`src/rtl/ddr_frame_arbiter.sv`:
```
// Burst scheduler sharing one DDR3 user-port burst engine between the capture
// write path and the display read path, with triple frame buffering so the
// writer never touches the bank currently on screen.
module ddr_frame_arbiter #(
  parameter int ADDR_W        = 28,
  parameter int BURST_LEN     = 64,
  parameter int FRAME_WORDS   = 115200,
  parameter int STRIDE_LOG2   = 17,
  parameter int FIFO_W        = 10,
  parameter int RD_FIFO_DEPTH = 512
) (
  input  logic              clk,
  input  logic              rst_n,
  input  logic              init_done,
  input  logic [FIFO_W-1:0] wr_fifo_usedw,
  input  logic              wr_frame_sync,
  input  logic [FIFO_W-1:0] rd_fifo_usedw,
  input  logic              rd_frame_start,
  output logic              burst_req,
  input  logic              burst_ack,
  output logic              burst_rw,
  output logic [ADDR_W-1:0] burst_addr,
  input  logic              burst_done,
  output logic [1:0]        wr_bank,
  output logic [1:0]        rd_bank,
  output logic              frame_valid,
  output logic              busy
);

  // One spare bit so a read offset can sit at FRAME_WORDS (frame fully read).
  localparam int OFF_W = STRIDE_LOG2 + 1;
  localparam logic [OFF_W-1:0]  BL_O     = OFF_W'(BURST_LEN);
  localparam logic [OFF_W-1:0]  FW_O     = OFF_W'(FRAME_WORDS);
  localparam logic [FIFO_W-1:0] BL_F     = FIFO_W'(BURST_LEN);
  localparam logic [FIFO_W-1:0] RD_LIMIT = FIFO_W'(RD_FIFO_DEPTH - BURST_LEN);

  typedef enum logic [1:0] {
    IDLE = 2'd0,
    REQ  = 2'd1,
    WAIT = 2'd2
  } state_t;

  state_t           state_q, state_d;
  logic [OFF_W-1:0] wr_offset, rd_offset;
  logic [1:0]       last_done;
  logic             last_rw;      // 1 = previous grant was a write
  logic             rd_active;
  logic             pend_rd, pend_wr;

  logic             wr_elig, rd_elig;
  logic             grant, grant_wr, finish;
  logic             apply_rd, apply_wr;
  logic             wr_frame_end;
  logic [1:0]       rd_bank_nxt;

  // The one bank out of {0,1,2} used by neither the writer nor the reader.
  function automatic logic [1:0] free_bank(input logic [1:0] a, input logic [1:0] b);
    if (a != 2'd0 && b != 2'd0)      return 2'd0;
    else if (a != 2'd1 && b != 2'd1) return 2'd1;
    else                             return 2'd2;
  endfunction

  // Word address of a burst: bank base plus offset within the bank.
  function automatic logic [ADDR_W-1:0] bank_addr(input logic [1:0] bank,
                                                  input logic [OFF_W-1:0] off);
    return (ADDR_W'(bank) << STRIDE_LOG2) + ADDR_W'(off);
  endfunction

  assign busy = (state_q != IDLE);

  // Next-state, grant decision and frame-bookkeeping strobes.
  always_comb begin
    state_d      = state_q;
    grant        = 1'b0;
    finish       = 1'b0;
    wr_elig      = (wr_fifo_usedw >= BL_F);
    rd_elig      = rd_active && frame_valid && (rd_offset < FW_O) &&
                   (rd_fifo_usedw <= RD_LIMIT);
    // On a tie, hand the burst to the side that did not get the last one.
    grant_wr     = wr_elig && (!rd_elig || !last_rw);
    case (state_q)
      IDLE: begin
        // Pending frame events are applied first; arbitration waits a cycle.
        if (init_done && !pend_rd && !pend_wr && (wr_elig || rd_elig)) begin
          grant   = 1'b1;
          state_d = REQ;
        end
      end
      REQ:  if (burst_ack) state_d = WAIT;
      WAIT: begin
        if (burst_done) begin
          finish  = 1'b1;
          state_d = IDLE;
        end
      end
      default: state_d = IDLE;
    endcase
    // Frame events only take effect between bursts, never mid-burst.
    apply_rd     = pend_rd && ((state_q == IDLE) || finish);
    apply_wr     = pend_wr && ((state_q == IDLE) || finish);
    wr_frame_end = finish && burst_rw && ((wr_offset + BL_O) == FW_O);
    // Reader takes the previously completed bank, only once a frame exists.
    rd_bank_nxt  = (apply_rd && frame_valid) ? last_done : rd_bank;
  end

  // State register, command registers, offsets and bank rotation.
  always_ff @(posedge clk or negedge rst_n) begin
    if (!rst_n) begin
      state_q     <= IDLE;
      burst_req   <= 1'b0;
      burst_rw    <= 1'b0;
      burst_addr  <= '0;
      wr_bank     <= 2'd0;
      rd_bank     <= 2'd2;
      frame_valid <= 1'b0;
      wr_offset   <= '0;
      rd_offset   <= '0;
      last_done   <= 2'd0;
      last_rw     <= 1'b0;
      rd_active   <= 1'b0;
      pend_rd     <= 1'b0;
      pend_wr     <= 1'b0;
    end else begin
      state_q <= state_d;

      if (grant) begin
        burst_req  <= 1'b1;
        burst_rw   <= grant_wr;
        burst_addr <= grant_wr ? bank_addr(wr_bank, wr_offset)
                               : bank_addr(rd_bank, rd_offset);
        last_rw    <= grant_wr;
      end else if (state_q == REQ && burst_ack) begin
        burst_req  <= 1'b0;
      end

      if (rd_frame_start)     pend_rd <= 1'b1;
      else if (apply_rd)      pend_rd <= 1'b0;
      if (wr_frame_sync)      pend_wr <= 1'b1;
      else if (apply_wr)      pend_wr <= 1'b0;

      if (finish && burst_rw) begin
        if (wr_frame_end) begin
          wr_offset   <= '0;
          last_done   <= wr_bank;
          frame_valid <= 1'b1;
          wr_bank     <= free_bank(wr_bank, rd_bank_nxt);
        end else begin
          wr_offset   <= wr_offset + BL_O;
        end
      end
      // Capture resync restarts the current bank without completing it.
      if (apply_wr) wr_offset <= '0;

      if (finish && !burst_rw) rd_offset <= rd_offset + BL_O;
      if (apply_rd) begin
        rd_offset <= '0;
        rd_active <= 1'b1;
        rd_bank   <= rd_bank_nxt;
      end
    end
  end

endmodule

```
`config.mk`:
```
export PLATFORM = sky130hd
export DESIGN_NAME = ddr_frame_arbiter
export DESIGN_NICKNAME = d
export VERILOG_FILES = /design/src/rtl/ddr_frame_arbiter.sv
export SDC_FILE = /design/constraint.sdc
export NUM_CORES = 1
export LEC_CHECK = 0
export CORE_UTILIZATION = 55
export CTS_CLUSTER_SIZE = 24
export DETAILED_ROUTE_END_ITERATION = 7
export PLACE_DENSITY = 0.89
export SYNTH_ARGS = -nofsm -noshare
export SYNTH_HDL_FRONTEND = slang
export SYNTH_SLANG_ARGS = --single-unit
```
`constraint.sdc`:
```
create_clock -name clk -period 3.1 [get_ports clk]
set_input_delay 0.62 -clock clk [delete_from_list [all_inputs] [get_ports clk]]
set_output_delay 0.62 -clock clk [all_outputs]
set_load 0.05 [all_outputs]
```
Word-level counts from Yosys, hierarchy flattened
Cells that the tools add are included.

word-level totals
  bits in registers = 78
  latch bits = 0
  memory bits (writable) = 0
  bits in read-only memories = 0
  input bits = 27
  output and inout port bits = 36
  word-level logic and storage cells = 85
  memories = 0

operators by class
  add/sub/neg operators = 4
  multipliers = 0
  divide/modulo/power cells = 0
  magnitude comparators = 3
  eq/ne operators = 8
  shift-type cells = 0
  mux-type cells = 23
  bitwise logic cells = 0
  reduce and logical (&&, ||, !) cells = 34

operators by type and width
  kind                                                                      number
  18-bit two-way mux                                                        5
  19-bit by 18-bit adder with 20-bit output                                 2
  18-bit by 7-bit adder with 18-bit output (second input constant)          2
  20-bit two-way mux                                                        1
  18-bit by 17-bit equality test with 1-bit output (second input constant)  1
  18-bit by 17-bit < comparator with 1-bit output (second input constant)   1
  1-bit logical AND                                                         16
  2-bit nonzero test                                                        8
  2-bit two-way mux                                                         6
  10-bit by 7-bit >= comparator with 1-bit output (second input constant)   1
  10-bit by 9-bit <= comparator with 1-bit output (second input constant)   1
  1-bit two-way mux                                                         10
  2-bit inequality test (second input constant)                             3
  2-bit case mux with 3 select lines                                        1
  1-bit zero test                                                           4
  2-bit by 1-bit inequality test with 1-bit output (second input constant)  2
  1-bit logical OR                                                          3
  3-bit AND reduction                                                       1
  2-bit by 1-bit equality test with 1-bit output (second input constant)    1
  2-bit equality test (second input constant)                               1
  2-bit zero test                                                           1
  2-bit AND reduction                                                       1

Logic depth before layout (Yosys ltp)
Gate-level depths: netlist (run 1).

  depth after elaboration = 10
  depth in mapped cells = 8
  mapped depth without buffers = 6

Least setup slack after synthesis (run 1)
Ideal clock, no wire load.

  path kind = input to register
  from = input rd_fifo_usedw[0]
  to = register burst_addr[13]
  setup time = 0.125 ns
  arrival = 2.235 ns
  required time = 2.975 ns
  slack = 0.740 ns
  stages = 6
  path buffers = 1
  cells stage by stage = nor4_1 > a21oi_1 > o41ai_4 > buf_6 > mux2_2 > mux2_2

on the way
  longest elaborated chain between the ends = 6
  elaborated cells on any way between the ends = 10
  classes of those cells = 1 x order compare; 3 x mux; 6 x reduce/logical

RTL lines
  element                                                  RTL line  text
  from (decl)                                              17        input logic [FIFO_W-1:0] rd_fifo_usedw,
  10-bit by 9-bit <= comparator with 1-bit output *        78        (rd_fifo_usedw <= RD_LIMIT);
  1-bit logical AND *                                      77        rd_elig = rd_active && frame_valid && (rd_offset < FW_O) &&
  1-bit logical OR or 1-bit zero test (tied branches)      84, 80
  1-bit logical AND or 1-bit logical OR (tied branches)    84, 80
  1-bit two-way mux or 1-bit logical AND (tied branches)   84, 80
  1-bit two-way mux or 20-bit two-way mux (tied branches)  81, 129
  to (signal assigned)                                     129       burst_addr <= grant_wr ? bank_addr(wr_bank, wr_offset)
  to (decl)                                                22        output logic [ADDR_W-1:0] burst_addr,

Every way passes the cells marked *; elsewhere a longest branch is shown, timed or not.
A chain may end at the register's enable or synchronous reset.

Worst setup path in the final report (run 1)
  from = input rd_fifo_usedw[0]
  to = register burst_addr[6]

The elaborated chain is that of the path after synthesis.

==> metrics.yaml, run 1 <==
run_status:
  outcome: "finished, final reports clean"
timing:
  tightest_slew_ns: 0.751
  finalSetupViolCount: 0
  timing.fmax_mhz: 395
  fin_tns_setup_ns: 0
  relSlewSlack: 0.499
  timing.final.crit_share: 0.817
  hold_violations: 0
  slew_viol_final: 0
  finalCriticalPeriod_ns: 2.53
  rsz0062_at_grt: "no"
  setup_ws_ns: 0.568
  skew_ns: 0.0110
logic_synthesis:
  ys_seq_elements: 52
  ys_seq_area_frac: 0.437
  synth_edf_count: 0
  yosysTopAreaCell: "dfrtp_1"
  netlist_top_cells_area: "dfrtp_1 (43%), mux2_2 (12%), buf_4 (3.8%)"
  synth_area_um2: 2980
  ys.flop_type: "dfrtp_1"
  yosysTopAreaCellShare: 0.428
  synth_cell_type_count: 51
  yosys_warnings: 0
  netlist_instances: 290
  synth_async_sr_flop_share: 1.00
  avgSynthCellArea_um2: 10.3
critical_path:
  crit_type: "input pin to flip-flop"
  r2r-end: "burst_addr[6]"
  ff2ff_path_depth: 6
  ff2ff_setup_slack_ns: 0.73
  crit_arrival_ns: 2.72
  critPathSlowestCell: "clkdlybuf4s50_1"
  r2r-start: "rd_offset[13]"
  path_common_cell: "mux2_2"
  required_ns: 3.29
  crit_path_start_kind: "input pin"
  worstPathCellList: "clkdlybuf4s50_1, nor4_1, a21oi_1, o41ai_4, buf_4, mux2_2, mux2_2"
  end_kind: "flip-flop"
  crit_fanout: 14
  max_stage_delay_ns: 0.40
drt:
  drtPass1Iterations: 4
  viasPerCell: 5.67
  drcViolationCount: 0
  wl_per_cell_um: 15.5
  routed_wl_mm: 6.26
  antenna_left: 0
  drtIter0Drc: 130
  vias: 2292
global_route:
  antenna_found_initial: 0
  grt_pass1_vias: 2255
  overflow: 0
  grt_util_all_layers: 0.252
  top_usage_layer: "met2"
  grtUsageMet1: 0.314
  grt_use_met2: 0.450
  grt_max_degree: 33
  grt_util_met3: 0.0423
  grt_pass1_wl_mm: 10.6
power_and_ir_drop:
  sw_frac_of_total: 0.261
  ir_worst_vdd_uv: 292
  power.internal_w: 0.00109
  p_leak_nw: 1.56
  p_switching_w: 0.000383
  seq_power_share: 0.483
  power_frac_comb: 0.150
  p_clk_frac: 0.368
  power_density_nw_per_um2: 416
final_layout:
  antenna_cells: 0
  final_area_um2: 3530
  multi_input_area_um2: 1530
  layout-drive-gt1-share: 0.171
  nNetsFinal: 366
  regArea_um2: 1300
  fill_cells: 374
  area_growth_pct: 18.5
clock_tree:
  cts_tree: "yes"
  cts_buffers: 5
  cts_hold_buffers: 0
  cts_root_buf: "clkbuf_8"
  clk_pin_slew_ns: 0.09
  htreeDepth: 2
  post-cts-setup-buffer-count: 0
  cts.repair.resized: 0
  cts_sinks: 52
  clockBufferDepth: 2
  clk_latency_ns: 0.31
floorplanning:
  fp-row-count: 26
  ios: 63
  die_height_um: 75.6
  die_area_um2: 5720
  die_w_um: 75.6
  start_util: 0.577
  core-area_um2: 5170
place:
  numPortBuffers: 42
  hpwl_mm: 4.53
  gp_congestion: 0.879
  place_ws_ns: 0.243
  place_area_um2: 3400
min_path:
  hold_class: "input pin to async pin"
job:
  max-cap-violations: 0
worst max-delay path by stage:
| stage | to | cells past startpoint | slack [ns] | from |
|---|---|---|---|---|
| after global routing | burst_addr[17] | 7 | 0.41 | rd_fifo_usedw[0] |
| final | burst_addr[6] | 7 | 0.57 | rd_fifo_usedw[0] |
| after detailed placement | burst_addr[7] | 7 | 0.24 | rd_fifo_usedw[0] |
| after floorplan | burst_addr[13] | 6 | 0.74 | rd_fifo_usedw[0] |
| after global placement | burst_addr[7] | 7 | 0.30 | rd_fifo_usedw[0] |
| after CTS | burst_addr[7] | 7 | 0.56 | rd_fifo_usedw[0] |
cells in the mapped netlist (5+ instances only):
cell       n
dfrtp_1   51
mux2_2    31
nor2_1    25
nand2_1   24
buf_4     15
nand3_1   13
o21ai_0   13
xnor2_1   11
nor3_1     9
a21oi_1    7
inv_1      7
ha_1       6
nor4_1     6
and2_1     5
and3_1     5
clkbuf_1   5
state kept, by name, summed over array words and instances (netlist names):
name and cells:
burst_addr 14, rd_offset 12, wr_offset 12, last_done 2, rd_bank 2, state_q 2
wr_bank 2, burst_req 1, frame_valid 1, last_rw 1, pend_rd 1, pend_wr 1
rd_active 1
metal layers:
metal / wire (um) / part of all wire
met1: 2840 / 0.45
met2: 3110 / 0.50
met3: 266 / 0.043
met4: 47 / 0.0075
met5: 0 / 0
logic make-up (layout without fill, tap and decap cells):
group	count (synthesis)	after routing	synth area share
simple gates	109	109	0.186
flops	52	52	0.437
compound gates	42	42	0.109
mux	35	35	0.135
buf+inv	31	62	0.0659
xor+xnor	14	14	0.0411
fa+ha+maj	6	6	0.0252
other cells	1	14	0.00126
worst max-delay path: cells and delay by family:
family	cells	cell delay, ns
buf+inv	2	0.68
simple gates	1	0.28
compound gates	2	0.50
mux	2	0.63
cells in the final DEF (no fill, tap or decap), drive strengths merged, types with 5 or more instances in the layout:
cell / synthesis / routed
a21oi: 7 / 7
and2: 6 / 6
and3: 5 / 5
buf: 19 / 6
clkbuf: 5 / 6
clkdlybuf4s50: 0 / 41
conb: 1 / 14
dfrtp: 51 / 51
ha: 6 / 6
inv: 7 / 7
mux2: 34 / 34
nand2: 24 / 24
nand3: 13 / 13
nor2: 25 / 25
nor3: 9 / 9
nor4: 6 / 6
o21ai: 13 / 13
xnor2: 11 / 11
power groups by stage:
stage                     combinational [W]  sequential [W]  clock (W)
after floorplan                    0.000126        0.000750          0
after global placement             0.000216        0.000722          0
after detailed placement           0.000219        0.000723          0
after CTS                          0.000220        0.000710   0.000548
after global routing               0.000238        0.000712   0.000572
final                              0.000220        0.000710   0.000540
cell type report:
cell class / instances / area share
Clock inverter: 2 / 0.0170
Timing Repair Buffer: 47 / 0.128
Multi-Input combinational cell: 220 / 0.434
Clock buffer: 6 / 0.0205
Inverter: 7 / 0.00743
Tap cell: 70 / 0.0248
Sequential cell: 52 / 0.368
through the flow:
stage               hold WS (ns)  cells  utilization  total power, W
floorplan                  0.324    303            -        0.000876
global placement           0.455    396        0.658        0.000938
detailed placement         0.462    396        0.658        0.000942
CTS                        0.367    404        0.683         0.00148
global route               0.400    404        0.683         0.00152
finish                     0.350    404        0.683         0.00147
(Power assumes the default switching activity.)
==> run 2, diff against run 1 <==
--- a/config.mk
+++ b/config.mk
@@ -5,10 +5,10 @@
 export SDC_FILE = /design/constraint.sdc
 export NUM_CORES = 1
 export LEC_CHECK = 0
-export CORE_UTILIZATION = 55
+export CORE_UTILIZATION = 51
 export CTS_CLUSTER_SIZE = 24
 export DETAILED_ROUTE_END_ITERATION = 7
-export PLACE_DENSITY = 0.89
+export PLACE_DENSITY = 0.84
 export SYNTH_ARGS = -nofsm -noshare
 export SYNTH_HDL_FRONTEND = slang
 export SYNTH_SLANG_ARGS = --single-unit
==> constraint.sdc (replaced) <==
create_clock -name clk -period 2.5 [get_ports clk]
set_input_delay 0.5 -clock clk [delete_from_list [all_inputs] [get_ports clk]]
set_output_delay 0.5 -clock clk [all_outputs]
set_load 0.05 [all_outputs]
==> run 2 against run 1 <==
Effect of this change: combinational power is 27% higher; wire length is 2.7% lower; critical path type unchanged; worst hold slack worse by 0.26 ns; sequential power is 24% higher; design area is 1.3% higher.
==> metrics.yaml, run 2 (same netlist as run 1, synthesis figures left out) <==
run_status:
  outcome: "finished, final reports clean"  # unchanged
drt:
  drtIter0Drc: 135  # was 130
  wl_per_cell_um: 14.7  # was 15.5 um
  vias: 2332  # was 2292
  drcViolationCount: 0  # unchanged
  routed_wl_mm: 6.09  # was 6.26 mm
  viasPerCell: 5.63  # was 5.67
  antenna_left: 0  # unchanged
  drtPass1Iterations: 4  # unchanged
power_and_ir_drop:
  power.total_w: 0.00166  # was 0.00147 W
  p_leak_nw: 1.58  # was 1.56 nW
  power_density_nw_per_um2: 462  # was 416 nW/um2
  ir_worst_vdd_uv: 424  # was 292 uV
clock_tree:
  post-cts-setup-buffer-count: 0  # unchanged
  cts.repair.resized: 0  # unchanged
  cts_buffers: 5  # unchanged
  cts_root_buf: "clkbuf_8"  # unchanged
  htreeDepth: 2  # unchanged
  clk_latency_ns: 0.31  # about the same
  cts_tree: "yes"  # unchanged
  cts_hold_buffers: 0  # unchanged
  cts_sinks: 52  # unchanged
  clk_pin_slew_ns: 0.10  # was 0.09 ns
  clockBufferDepth: 2  # unchanged
timing:
  rsz0062_at_grt: "no"  # unchanged
  tightest_slew_ns: 0.512  # was 0.751 ns
  hold_violations: 0  # unchanged
  skew_ns: 0.0122  # was 0.0110 ns
  worst_hold_slack_ns: 0.0864  # was 0.350 ns
  setup_ws_ns: 0.167  # was 0.568 ns
  timing.fmax_mhz: 429
  finalSetupViolCount: 0  # unchanged
  fin_tns_setup_ns: 0  # unchanged
  relSlewSlack: 0.657  # was 0.499
  timing.final.crit_share: 0.933
  finalCriticalPeriod_ns: 2.33
  slew_viol_final: 0  # unchanged
final_layout:
  mostFrequentLayoutCell: "dfrtp_1"  # unchanged
  layout-drive-gt1-share: 0.193  # was 0.171
  area_growth_pct: 20.1  # was 18.5%
  layout_common_cells: "dfrtp_1 (51), clkdlybuf4s50_1 (41), mux2_2 (31)"  # unchanged
  largest-register: "burst_addr"  # unchanged
  final_area_um2: 3580  # was 3530 um2
  fill_cells: 467  # was 374
  largest_reg_flops: 14  # unchanged
  antenna_cells: 0  # unchanged
  nNetsFinal: 374  # was 366
  multi_input_area_um2: 1530  # unchanged
  regArea_um2: 1300  # unchanged
  top_regs: "burst_addr (14), rd_offset (12), wr_offset (12)"  # unchanged
critical_path:
  crit_path_start_kind: "input pin"  # unchanged
  path_common_cell: "mux2_2"  # unchanged
  max_stage_delay_ns: 0.40  # about the same
  crit_arrival_ns: 2.53  # was 2.72 ns
  critPathSlowestCell: "clkdlybuf4s50_1"  # unchanged
  r2r-end: "burst_addr[9]"  # was burst_addr[6]
  cp_top_family: "multiplexers"  # was buffers and inverters
  crit_type: "input pin to flip-flop"  # unchanged
  worstPathCellList: "clkdlybuf4s50_1, nor4_1, a21oi_1, o41ai_4, buf_12, mux2_2, mux2_2"  # was clkdlybuf4s50_1, nor4_1, a21oi_1, o41ai_4, buf_4, mux2_2, mux2_2
  required_ns: 2.70  # was 3.29 ns
  path_buf_inv: 2  # unchanged
  crit_fanout: 14  # unchanged
  end_kind: "flip-flop"  # unchanged
  ff2ff_path_depth: 6  # unchanged
  ff2ff_setup_slack_ns: 0.31  # was 0.73 ns
  critPathLaunch: "rd_fifo_usedw[0]"  # unchanged
  r2r-start: "rd_offset[13]"  # unchanged
floorplanning:
  core-area_um2: 5570  # was 5170 um2
  fp-row-count: 27  # was 26
  die_height_um: 78.5  # was 75.6 um
  die_w_um: 78.5  # was 75.6 um
  start_util: 0.535  # was 0.577
  die_area_um2: 6160  # was 5720 um2
  ios: 63  # unchanged
global_route:
  overflow: 0  # unchanged
  grt_pass1_vias: 2306  # was 2255
  antenna_found_initial: 0  # unchanged
  grt_util_all_layers: 0.223  # was 0.252
  grt_pass1_wl_mm: 10.7  # was 10.6 mm
  grt_max_degree: 23  # was 33
place:
  numPortBuffers: 42  # unchanged
  hpwl_mm: 4.48  # was 4.53 mm
  gp_congestion: 0.861  # was 0.879
  place_area_um2: 3490  # was 3400 um2
  place_ws_ns: -0.146  # was 0.243 ns
min_path:
  hold_class: "input pin to async pin"  # unchanged
job:
  max-cap-violations: 0  # unchanged
==> run 2: cell types whose count changed in the layout (fill, tap and decap cells not counted), sizes merged <==
cell,delta
bufinv,-2
clkinv,+1
clkbuf,-1
clkinvlp,+2
buf,+8
==> run 2: through the flow <==
step                      instances  utilization
after floorplan                 303            -
after CTS                       414        0.643
final                           414        0.643
after global routing            414        0.643
after detailed placement        406        0.626
after global placement          406        0.626
==> run 2: per-layer routing <==
metal	up-vias	GRT usage	wire length [um]
met5	-	0	0
met4	0	0.0889	93
met3	9	0.0395	303
met2	79	0.367	2920
met1	1133	0.291	2780
li1	1111	-	-
==> run 2: how the worst max path moves through the flow <==
stage,cells after the start,slack [ns],endpoint
floorplan,6,0.26,burst_addr[13]
global placement,7,-0.14,burst_addr[9]
detailed placement,7,-0.15,burst_addr[9]
CTS,7,0.16,burst_addr[9]
global route,7,0.06,burst_addr[9]
finish,7,0.17,burst_addr[9]
==> run 2: cell type report <==
cell class                      count  share of cell area
Sequential cell                    52               0.364
Multi-Input combinational cell    220               0.428
Clock inverter                      3             0.00664
Clock buffer                        5              0.0192
Tap cell                           72              0.0251
Timing Repair Buffer               55               0.150
Inverter                            7             0.00733
==> run 2: power by group <==
| group | total, W | internal [W] | switching (W) |
|---|---|---|---|
| Combinational | 0.000280 | 0.0000943 | 0.000186 |
| Sequential | 0.000882 | 0.000860 | 0.0000216 |
| Clock | 0.000494 | 0.000199 | 0.000295 |
==> run 3, diff against run 2 <==
--- a/config.mk
+++ b/config.mk
@@ -5,10 +5,12 @@
 export SDC_FILE = /design/constraint.sdc
 export NUM_CORES = 1
 export LEC_CHECK = 0
-export CORE_UTILIZATION = 51
+export CORE_UTILIZATION = 35
+export CTS_CLUSTER_DIAMETER = 50
 export CTS_CLUSTER_SIZE = 24
 export DETAILED_ROUTE_END_ITERATION = 7
-export PLACE_DENSITY = 0.84
+export PLACE_DENSITY = 0.62
 export SYNTH_ARGS = -nofsm -noshare
 export SYNTH_HDL_FRONTEND = slang
 export SYNTH_SLANG_ARGS = --single-unit
+export TNS_END_PERCENT = 20
==> run 3 against run 2 <==
Effect of this change: fmax barely moved; sequential power about the same; non-clock buffer count shrank 2; core utilization is 20 points lower; first-iteration DRC count decreased by 32%; clock skew shrank 0.0085 ns.
==> metrics.yaml, run 3 (same netlist as run 1, synthesis figures left out) <==
floorplanning:
  start_util: 0.363  # was 0.535
  core-area_um2: 8220  # was 5570 um2
  ios: 63  # unchanged
  die_w_um: 94.3  # was 78.5 um
  fp-row-count: 33  # was 27
  die_area_um2: 8900  # was 6160 um2
  die_height_um: 94.3  # was 78.5 um
timing:
  timing.fmax_mhz: 429  # about the same
  hold_violations: 0  # unchanged
  finalCriticalPeriod_ns: 2.33  # about the same
  tightest_slew_ns: 0.502  # was 0.512 ns
  slew_viol_final: 0  # unchanged
  skew_ns: 0.00366  # was 0.0122 ns
  fin_tns_setup_ns: 0  # unchanged
  relSlewSlack: 0.664  # was 0.657
  finalSetupViolCount: 0  # unchanged
  timing.final.crit_share: 0.933  # about the same
  rsz0062_at_grt: "no"  # unchanged
  setup_ws_ns: 0.167  # about the same
final_layout:
  largest_reg_flops: 14  # unchanged
  layout-drive-gt1-share: 0.188  # was 0.193
  nNetsFinal: 372  # was 374
  top_regs: "burst_addr (14), rd_offset (12), wr_offset (12)"  # unchanged
  largest-register: "burst_addr"  # unchanged
  mostFrequentLayoutCell: "dfrtp_1"  # unchanged
  layout_common_cells: "dfrtp_1 (51), clkdlybuf4s50_1 (41), mux2_2 (31)"  # unchanged
  antenna_cells: 0  # unchanged
  area_growth_pct: 21.6  # was 20.1%
drt:
  drcViolationCount: 0  # unchanged
  wl_per_cell_um: 13.9  # was 14.7 um
  drtIter0Drc: 92  # was 135
  vias: 2255  # was 2332
  viasPerCell: 5.07  # was 5.63
  drtPass1Iterations: 4  # unchanged
  antenna_left: 0  # unchanged
  routed_wl_mm: 6.19  # was 6.09 mm
clock_tree:
  cts_hold_buffers: 0  # unchanged
  clk_pin_slew_ns: 0.10  # about the same
  cts_buffers: 5  # unchanged
  post-cts-setup-buffer-count: 0  # unchanged
  cts_sinks: 52  # unchanged
  clockBufferDepth: 2  # unchanged
  cts_tree: "yes"  # unchanged
  clk_latency_ns: 0.31  # about the same
  cts_root_buf: "clkbuf_8"  # unchanged
  cts.repair.resized: 0  # unchanged
  htreeDepth: 2  # unchanged
power_and_ir_drop:
  power.total_w: 0.00174  # was 0.00166 W
  p_clk_frac: 0.336  # was 0.298
  p_leak_nw: 1.59  # was 1.58 nW
  sw_frac_of_total: 0.283  # was 0.303
  p_switching_w: 0.000492  # was 0.000502 W
  ir_worst_vdd_uv: 198  # was 424 uV
  seq_power_share: 0.505  # was 0.533
  power_frac_comb: 0.159  # was 0.169
  power.internal_w: 0.00125  # was 0.00115 W
  power_density_nw_per_um2: 480  # was 462 nW/um2
critical_path:
  end_kind: "flip-flop"  # unchanged
  ff2ff_path_depth: 6  # unchanged
  crit_path_start_kind: "input pin"  # unchanged
  r2r-end: "burst_addr[14]"  # was burst_addr[9]
  r2r-start: "rd_offset[13]"  # unchanged
  required_ns: 2.70  # about the same
  crit_fanout: 14  # unchanged
  crit_arrival_ns: 2.54  # was 2.53 ns
  critPathLaunch: "rd_fifo_usedw[0]"  # unchanged
  crit_type: "input pin to flip-flop"  # unchanged
  ff2ff_setup_slack_ns: 0.30  # was 0.31 ns
place:
  place_ws_ns: -0.177  # was -0.146 ns
  hpwl_mm: 4.52  # was 4.48 mm
  gp_congestion: 0.839  # was 0.861
  numPortBuffers: 42  # unchanged
min_path:
  hold_class: "input pin to async pin"  # unchanged
global_route:
  grt_max_degree: 21  # was 23
  grt_pass1_vias: 2151  # was 2306
  overflow: 0  # unchanged
  antenna_found_initial: 0  # unchanged
  grt_util_all_layers: 0.155  # was 0.223
  grt_pass1_wl_mm: 10.8  # was 10.7 mm
job:
  max-cap-violations: 0  # unchanged
run_status:
  outcome: "finished, final reports clean"  # unchanged
[run 3: layout make-up]
type | count | area, um2
Tap cell | 105 | 131
Inverter | 7 | 26.3
Multi-Input combinational cell | 220 | 1530
Clock inverter | 3 | 42.5
Clock buffer | 5 | 68.8
Timing Repair Buffer | 53 | 523
Fill cell | 810 | 4590
Sequential cell | 52 | 1300
[run 3: metrics by stage]
stage	cells	util	hold WS, ns	instance area [um2]
floorplan	303	-	0.204	3030
global placement	437	0.428	0.426	3520
detailed placement	437	0.428	0.422	3520
CTS	445	0.441	0.0735	3630
global route	445	0.441	0.0892	3630
finish	445	0.441	0.0791	3630
[run 3: per-layer routing]
| layer | share of wire | up-vias | GRT usage |
|---|---|---|---|
| met5 | 0 | - | 0 |
| met4 | 0.013 | 0 | 0.0538 |
| met3 | 0.045 | 8 | 0.0267 |
| met2 | 0.43 | 49 | 0.233 |
| met1 | 0.51 | 1094 | 0.223 |
| li1 | - | 1104 | - |
[run 3: power by group through the flow]
stage | clock network, W | logic, W | registers, W
after floorplan | 0 | 0.000156 | 0.000930
after global placement | 0 | 0.000279 | 0.000896
after detailed placement | 0 | 0.000281 | 0.000896
after CTS | 0.000608 | 0.000282 | 0.000879
after global routing | 0.000647 | 0.000301 | 0.000883
final | 0.000584 | 0.000278 | 0.000879
[run 3: worst max-delay path by stage]
stage	end	slack [ns]	cells after the start
5_1_grt	burst_addr[9]	0.01	7
6_report	burst_addr[14]	0.17	7
4_1_cts	burst_addr[14]	0.16	7
3_3_place_gp	burst_addr[9]	-0.15	7
3_5_place_dp	burst_addr[14]	-0.18	7
2_1_floorplan	burst_addr[13]	0.26	6
[run 3: critical path, cell delays in order]
cell             delay (ns)
clkdlybuf4s50_1        0.40
nor4_1                 0.26
a21oi_1                0.17
o41ai_4                0.40
buf_12                 0.20
mux2_2                 0.35
mux2_2                 0.26
